## src/rtl/wb_pkg.sv

```systemverilog
// Shared Wishbone B4 types and default widths for the arbiter slice.
package wb_pkg;

    localparam int unsigned WB_NUM_MASTERS_DEF = 2;
    localparam int unsigned WB_ADDR_WIDTH_DEF  = 32;
    localparam int unsigned WB_DATA_WIDTH_DEF  = 32;
    localparam int unsigned WB_TIMEOUT_DEF     = 255;
    localparam int unsigned WB_CTI_WIDTH       = 3;
    localparam int unsigned WB_BTE_WIDTH       = 2;
    localparam int unsigned WB_WDOG_WIDTH      = 16;

    // Cycle type identifier
    typedef enum logic [2:0] {
        CLASSIC = 3'b000,
        CONST   = 3'b001,
        INCR    = 3'b010,
        EOB     = 3'b111
    } cti_t;

    // Burst type extension
    typedef enum logic [1:0] {
        LINEAR = 2'b00,
        WRAP4  = 2'b01,
        WRAP8  = 2'b10,
        WRAP16 = 2'b11
    } bte_t;

    // Arbiter ownership state
    typedef enum logic {
        ARB_IDLE = 1'b0,
        ARB_BUSY = 1'b1
    } arb_state_t;

    // Index width for a master count, never narrower than one bit
    function automatic int unsigned idx_width(input int unsigned n);
        return (n > 1) ? $clog2(n) : 1;
    endfunction

endpackage

```

## src/rtl/wb_rr_picker.sv

```systemverilog
// Combinational round-robin select: first requester after 'last', wrapping.
module wb_rr_picker
    import wb_pkg::*;
#(
    parameter  int unsigned NUM_MASTERS = WB_NUM_MASTERS_DEF,
    localparam int unsigned IDX_W       = idx_width(NUM_MASTERS)
) (
    input  logic [NUM_MASTERS-1:0] req,
    input  logic [IDX_W-1:0]       last,
    output logic                   valid,
    output logic [IDX_W-1:0]       idx
);

    logic [IDX_W-1:0] cand;

    // Scan last+1 .. last+NUM_MASTERS modulo the master count, keep the first hit
    always_comb begin
        valid = 1'b0;
        idx   = '0;
        cand  = '0;
        for (int unsigned i = 1; i <= NUM_MASTERS; i++) begin
            cand = IDX_W'((32'(last) + i) % NUM_MASTERS);
            if (!valid && req[cand]) begin
                valid = 1'b1;
                idx   = cand;
            end
        end
    end

endmodule

```

## src/rtl/wb_arbiter.sv

```systemverilog
// N-master to 1-slave Wishbone B4 round-robin arbiter; grant held for the
// owner's whole cyc. Optional bus watchdog enabled by WB_ARB_TIMEOUT_EN.
module wb_arbiter
    import wb_pkg::*;
#(
    parameter  int unsigned NUM_MASTERS    = WB_NUM_MASTERS_DEF,
    parameter  int unsigned ADDR_WIDTH     = WB_ADDR_WIDTH_DEF,
    parameter  int unsigned DATA_WIDTH     = WB_DATA_WIDTH_DEF,
    parameter  int unsigned TIMEOUT_CYCLES = WB_TIMEOUT_DEF,
    localparam int unsigned SEL_WIDTH      = DATA_WIDTH / 8,
    localparam int unsigned GRANT_WIDTH    = idx_width(NUM_MASTERS)
) (
    input  logic                                wb_clk,
    input  logic                                wb_rst,
    input  logic [NUM_MASTERS*ADDR_WIDTH-1:0]   m_wb_adr,
    input  logic [NUM_MASTERS*DATA_WIDTH-1:0]   m_wb_wdat,
    input  logic [NUM_MASTERS*SEL_WIDTH-1:0]    m_wb_sel,
    input  logic [NUM_MASTERS-1:0]              m_wb_we,
    input  logic [NUM_MASTERS-1:0]              m_wb_cyc,
    input  logic [NUM_MASTERS-1:0]              m_wb_stb,
    input  logic [NUM_MASTERS*WB_CTI_WIDTH-1:0] m_wb_cti,
    input  logic [NUM_MASTERS*WB_BTE_WIDTH-1:0] m_wb_bte,
    output logic [DATA_WIDTH-1:0]               m_wb_rdat,
    output logic [NUM_MASTERS-1:0]              m_wb_ack,
    output logic [NUM_MASTERS-1:0]              m_wb_err,
    output logic [NUM_MASTERS-1:0]              m_wb_rty,
    output logic [ADDR_WIDTH-1:0]               s_wb_adr,
    output logic [DATA_WIDTH-1:0]               s_wb_wdat,
    output logic [SEL_WIDTH-1:0]                s_wb_sel,
    output logic                                s_wb_we,
    output logic                                s_wb_cyc,
    output logic                                s_wb_stb,
    output logic [WB_CTI_WIDTH-1:0]             s_wb_cti,
    output logic [WB_BTE_WIDTH-1:0]             s_wb_bte,
    input  logic [DATA_WIDTH-1:0]               s_wb_rdat,
    input  logic                                s_wb_ack,
    input  logic                                s_wb_err,
    input  logic                                s_wb_rty,
    output logic [GRANT_WIDTH-1:0]              grant,
    output logic                                busy
);

    // Elaboration-time parameter range checks
    if (NUM_MASTERS < 2 || NUM_MASTERS > 8) begin : g_bad_num_masters
        $error("wb_arbiter: NUM_MASTERS must be 2..8");
    end
    if ((DATA_WIDTH % 8) != 0 || DATA_WIDTH < 8 || DATA_WIDTH > 128) begin : g_bad_data_width
        $error("wb_arbiter: DATA_WIDTH must be a multiple of 8 in 8..128");
    end
    if (TIMEOUT_CYCLES < 1 || TIMEOUT_CYCLES > 65535) begin : g_bad_timeout
        $error("wb_arbiter: TIMEOUT_CYCLES must be 1..65535");
    end

    // Per-master views of the packed request buses
    logic [ADDR_WIDTH-1:0]   adr_a  [NUM_MASTERS];
    logic [DATA_WIDTH-1:0]   wdat_a [NUM_MASTERS];
    logic [SEL_WIDTH-1:0]    sel_a  [NUM_MASTERS];
    logic [WB_CTI_WIDTH-1:0] cti_a  [NUM_MASTERS];
    logic [WB_BTE_WIDTH-1:0] bte_a  [NUM_MASTERS];

    for (genvar i = 0; i < NUM_MASTERS; i++) begin : g_unpack
        assign adr_a[i]  = m_wb_adr[i*ADDR_WIDTH +: ADDR_WIDTH];
        assign wdat_a[i] = m_wb_wdat[i*DATA_WIDTH +: DATA_WIDTH];
        assign sel_a[i]  = m_wb_sel[i*SEL_WIDTH +: SEL_WIDTH];
        assign cti_a[i]  = m_wb_cti[i*WB_CTI_WIDTH +: WB_CTI_WIDTH];
        assign bte_a[i]  = m_wb_bte[i*WB_BTE_WIDTH +: WB_BTE_WIDTH];
    end

    arb_state_t             state_q, state_d;
    logic [GRANT_WIDTH-1:0] grant_q, grant_d;
    logic [GRANT_WIDTH-1:0] last_q,  last_d;
    logic                   pick_valid;
    logic [GRANT_WIDTH-1:0] pick_idx;
    logic                   cyc_g;
    logic                   stb_g;
    logic                   timeout_hit;

    assign cyc_g = m_wb_cyc[grant_q];
    assign stb_g = m_wb_stb[grant_q];

    wb_rr_picker #(
        .NUM_MASTERS (NUM_MASTERS)
    ) u_picker (
        .req   (m_wb_cyc),
        .last  (last_q),
        .valid (pick_valid),
        .idx   (pick_idx)
    );

`ifdef WB_ARB_TIMEOUT_EN
    logic [WB_WDOG_WIDTH-1:0] wdog_q, wdog_d;
    logic                     term_any;

    assign term_any    = s_wb_ack | s_wb_err | s_wb_rty;
    assign timeout_hit = (state_q == ARB_BUSY) && (wdog_q == WB_WDOG_WIDTH'(TIMEOUT_CYCLES));
`else
    assign timeout_hit = 1'b0;
`endif

    // State, ownership and watchdog registers
    always_ff @(posedge wb_clk) begin
        if (wb_rst) begin
            state_q <= ARB_IDLE;
            grant_q <= '0;
            last_q  <= GRANT_WIDTH'(NUM_MASTERS - 1);
`ifdef WB_ARB_TIMEOUT_EN
            wdog_q  <= '0;
`endif
        end else begin
            state_q <= state_d;
            grant_q <= grant_d;
            last_q  <= last_d;
`ifdef WB_ARB_TIMEOUT_EN
            wdog_q  <= wdog_d;
`endif
        end
    end

    // Next state: grant on any request in IDLE, release when the owner drops cyc
    always_comb begin
        state_d = state_q;
        grant_d = grant_q;
        last_d  = last_q;
        case (state_q)
            ARB_IDLE: begin
                if (pick_valid) begin
                    grant_d = pick_idx;
                    last_d  = pick_idx;
                    state_d = ARB_BUSY;
                end
            end
            ARB_BUSY: begin
                if (!cyc_g) begin
                    state_d = ARB_IDLE;
                end
            end
            default: state_d = ARB_IDLE;
        endcase
`ifdef WB_ARB_TIMEOUT_EN
        // Count stalled strobes; any termination, timeout or loss of ownership clears
        wdog_d = wdog_q;
        if (state_q != ARB_BUSY || !cyc_g || term_any || timeout_hit) begin
            wdog_d = '0;
        end else if (stb_g) begin
            wdog_d = wdog_q + WB_WDOG_WIDTH'(1);
        end
`endif
    end

    // Outputs: owner's request to the slave, slave response back to the owner only
    always_comb begin
        s_wb_adr  = '0;
        s_wb_wdat = '0;
        s_wb_sel  = '0;
        s_wb_we   = 1'b0;
        s_wb_cyc  = 1'b0;
        s_wb_stb  = 1'b0;
        s_wb_cti  = '0;
        s_wb_bte  = '0;
        m_wb_rdat = '0;
        m_wb_ack  = '0;
        m_wb_err  = '0;
        m_wb_rty  = '0;
        grant     = '0;
        busy      = 1'b0;
        if (!wb_rst) begin
            grant = grant_q;
            if (state_q == ARB_BUSY) begin
                busy      = 1'b1;
                s_wb_adr  = adr_a[grant_q];
                s_wb_wdat = wdat_a[grant_q];
                s_wb_sel  = sel_a[grant_q];
                s_wb_we   = m_wb_we[grant_q];
                s_wb_cyc  = cyc_g;
                s_wb_stb  = stb_g & ~timeout_hit;
                s_wb_cti  = cti_a[grant_q];
                s_wb_bte  = bte_a[grant_q];
                m_wb_rdat = s_wb_rdat;
                // A termination arriving as the owner drops cyc is discarded
                m_wb_ack[grant_q] = s_wb_ack & cyc_g;
                m_wb_err[grant_q] = (s_wb_err | timeout_hit) & cyc_g;
                m_wb_rty[grant_q] = s_wb_rty & cyc_g;
            end
        end
    end

endmodule

```

## config.mk

```make
export PLATFORM = sky130hd
export DESIGN_NAME = wb_arbiter
export DESIGN_NICKNAME = d
export VERILOG_FILES = /design/src/rtl/wb_pkg.sv /design/src/rtl/wb_rr_picker.sv /design/src/rtl/wb_arbiter.sv
export SDC_FILE = /design/constraint.sdc
export NUM_CORES = 1
export LEC_CHECK = 0
export CELL_PAD_IN_SITES_DETAIL_PLACEMENT = 0
export CELL_PAD_IN_SITES_GLOBAL_PLACEMENT = 1
export CORE_MARGIN = 3
export CORE_UTILIZATION = 12
export DETAILED_ROUTE_END_ITERATION = 16
export PLACE_DENSITY_LB_ADDON = 0.2
export SLEW_MARGIN = 15
export SYNTH_ARGS = -nofsm -noshare
export SYNTH_HDL_FRONTEND = slang
export SYNTH_HIERARCHICAL = 1
export SYNTH_SLANG_ARGS = --single-unit
```

## constraint.sdc

```tcl
create_clock -name wb_clk -period 3.7 [get_ports wb_clk]
set_clock_uncertainty 0.15 [all_clocks]
set_input_delay 0.74 -clock wb_clk [delete_from_list [all_inputs] [get_ports wb_clk]]
set_output_delay 0.74 -clock wb_clk [all_outputs]
set_load 0.02 [all_outputs]
```

==> impl_results.md <==
* 1st-pass router iterations at 3
* PostCTS Resize Cnt at 0
* Sequential Power Share at 0.066
* Status: completed
* Worst-path clk slew at 0.03 ns
* Clk buf depth at 2
* Starting Density at 0.125
* Internal at 0.000504 W
* Ys flop type: dfxtp_1
* Distinct cells, synth at 18
* Tot GR Track Use at 0.122
* Net count, final at 711
* # Max-Cap Violations at 0
* Total global routing overflow at 0
* Top cells by count, synth: 77 x nor2_1, 76 x mux2i_1, 38 x and2_1, 11 x buf_6, 9 x buf_2
* Synthesized flop and latch total at 3
* Post-synth EDFFs at 0
* H-tree Lvls at 1
* First-pass GRT wire length at 14.5 mm
* Leak Pwr at 1.70 nW
* Number of global-route vias before repair at 2643
* Area growth from synthesis to layout at 201%
* Hold Buf Count CTS at 0
* Top post-synthesis cells by area: mux2i_1 47%, nor2_1 18%, and2_1 15%
* Port Buffers at 304
* Core Util, Final at 0.375
* Die Y at 122 um
* Max FO, Critical Path at 34
* Skew-Pair Late Insertion Delay at 0.22 ns
* Comb power frac at 0.701
* Clock power frac at 0.233
* Via count at 2657
* Fraction of layout cells with a size suffix above 1 at 0.0192
* Yosys top cell by area: mux2i_1
* Yosys warns at 6
* Setup TNS at 0 ns
* Syn avg cell area at 6.99 sq um
* Dpl hpwl at 8.57 mm
* Postcts setup bufs at 0
* Count leader, synth: nor2_1
* Residual DRC at 0
* CTS tree: yes
* Die Wd at 122 um
* CTS Sinks at 3
* # setup viols final at 0
* Post-synth net total at 419
* Area after DPL at 0.00475 sq mm
* Highest clock rate at 0.292 GHz
* Number of buffers created by CTS at 3
* Psw at 0.000231 W
* Max-Slew Margin vs Limit at 0.601
* RSZ-0062 raised after global routing: false
* FP Rows at 41
* Synth Instances at 230
* Worst Tran Pin Value at 0.598 ns
* Fin area at 0.00483 sq mm
* CP arrival at 2.53 ns
* Seq/Total Area, Yosys at 0.0374
* Starting DRT DRC Count at 55
* Switching share of power at 0.314
* Initial antenna violation count at 0
* Worst Setup Path Type: in2out
* Hold crit path type: reg2reg
* R2r setup slk at 2.30 ns
* Period utilisation layout at 0.925
* Root Buffer: clkbuf_16
* Die ar. at 0.0148 sq mm
* WP data required at 2.81 ns
* Mapped Area at 0.00161 sq mm
* Pin count of the biggest net entering global routing at 48
* Slew Limit Fails at 0
* Final WL at 10.1 mm
* GPL Wtd Cong at 0.723
* Post-route ant nets at 0
* CORE AREA at 0.0129 sq mm
* Final hold vios at 0
* Peak supply drop at 0.142 mV
* Async S/R FF share, synth at 0
* Hold_ws at 0.310 ns
* Critical Path Sink Type: output port
* Min Tclk post-route at 3.42 ns
* WL/cell at 14.5 um
* Via density at 3.83
* Top cell type's share of synthesized area at 0.473
* I/O pin count at 305
* Power per standard cell area at 152 mW/mm^2
* Startpoint types: input port
==> final timing paths <==
| kind | cells after the start | startpoint | endpoint |
|---|---|---|---|
| setup / recovery | 5 | wb_rst | m_wb_rdat[15] |
| hold / removal | 2 | last_q | last_q |
| setup reg to reg | 2 | grant_q | state_q |
| hold reg to reg | 2 | last_q | last_q |
==> cells in the final DEF, fill, tap and decap left out, types with 2 or more instances in the layout <==
| cell type | n |
|---|---|
| nor2_1 | 77 |
| buf_12 | 2 |
| a21oi_1 | 2 |
| mux2i_1 | 76 |
| and2_1 | 38 |
| nand2_1 | 3 |
| clkdlybuf4s50_1 | 304 |
| buf_4 | 2 |
| dfxtp_1 | 2 |
| clkbuf_16 | 3 |
==> sequential cells by signal, summed over array words and instances (netlist names) <==
signal / count
grant_q: 1
state_q: 1
last_q: 1
==> routing by layer <==
layer	vias up	track usage	wire, um	share of wire
met5	-	0	0	0
li1	1342	-	-	-
met4	0	0.0182	106	0.011
met3	8	0.0357	1040	0.10
met2	145	0.245	5480	0.54
met1	1162	0.127	3450	0.34
==> metrics by stage <==
stage / worst slack (ns) / power (W) / std cells
final: 0.277 / 0.000736 / 694
after global placement: 0.171 / 0.000567 / 689
after CTS: 0.125 / 0.000745 / 693
after global routing: 0.144 / 0.000779 / 693
after floorplan: 1.25 / 0.000253 / 230
after detailed placement: 0.123 / 0.000569 / 689
==> cell families after synthesis <==
logic type	share of synthesized area
AND/OR/NAND/NOR	0.362
multiplexers	0.473
buffers and inverters	0.112
AO/OA/AOI/OAI	0.0156
flip-flops	0.0374
==> power by group through the flow <==
| stage | sequential, W | clock, W | combinational (W) |
|---|---|---|---|
| finish | 0.0000485 | 0.000171 | 0.000516 |
| global route | 0.0000503 | 0.000176 | 0.000553 |
| CTS | 0.0000493 | 0.000173 | 0.000523 |
| detailed placement | 0.0000495 | 0 | 0.000520 |
| global placement | 0.0000494 | 0 | 0.000517 |
| floorplan | 0.0000375 | 0 | 0.000216 |
==> layout make-up <==
class | count | area [sq um]
clock buffer | 4 | 78.8
multi-input combinational | 205 | 1370
tap | 172 | 215
inverter | 1 | 6.26
antenna | 1 | 2.50
sequential | 3 | 63.8
fill | 1375 | 8040
timing repair buffer | 308 | 3100
==> worst max-delay path, stage by stage <==
cell	delay, ns
clkdlybuf4s50_1	0.41
nand2b_2	0.30
inv_4	0.27
and2_1	0.17
clkdlybuf4s50_1	0.62
Power figures use the tool's default switching activity.
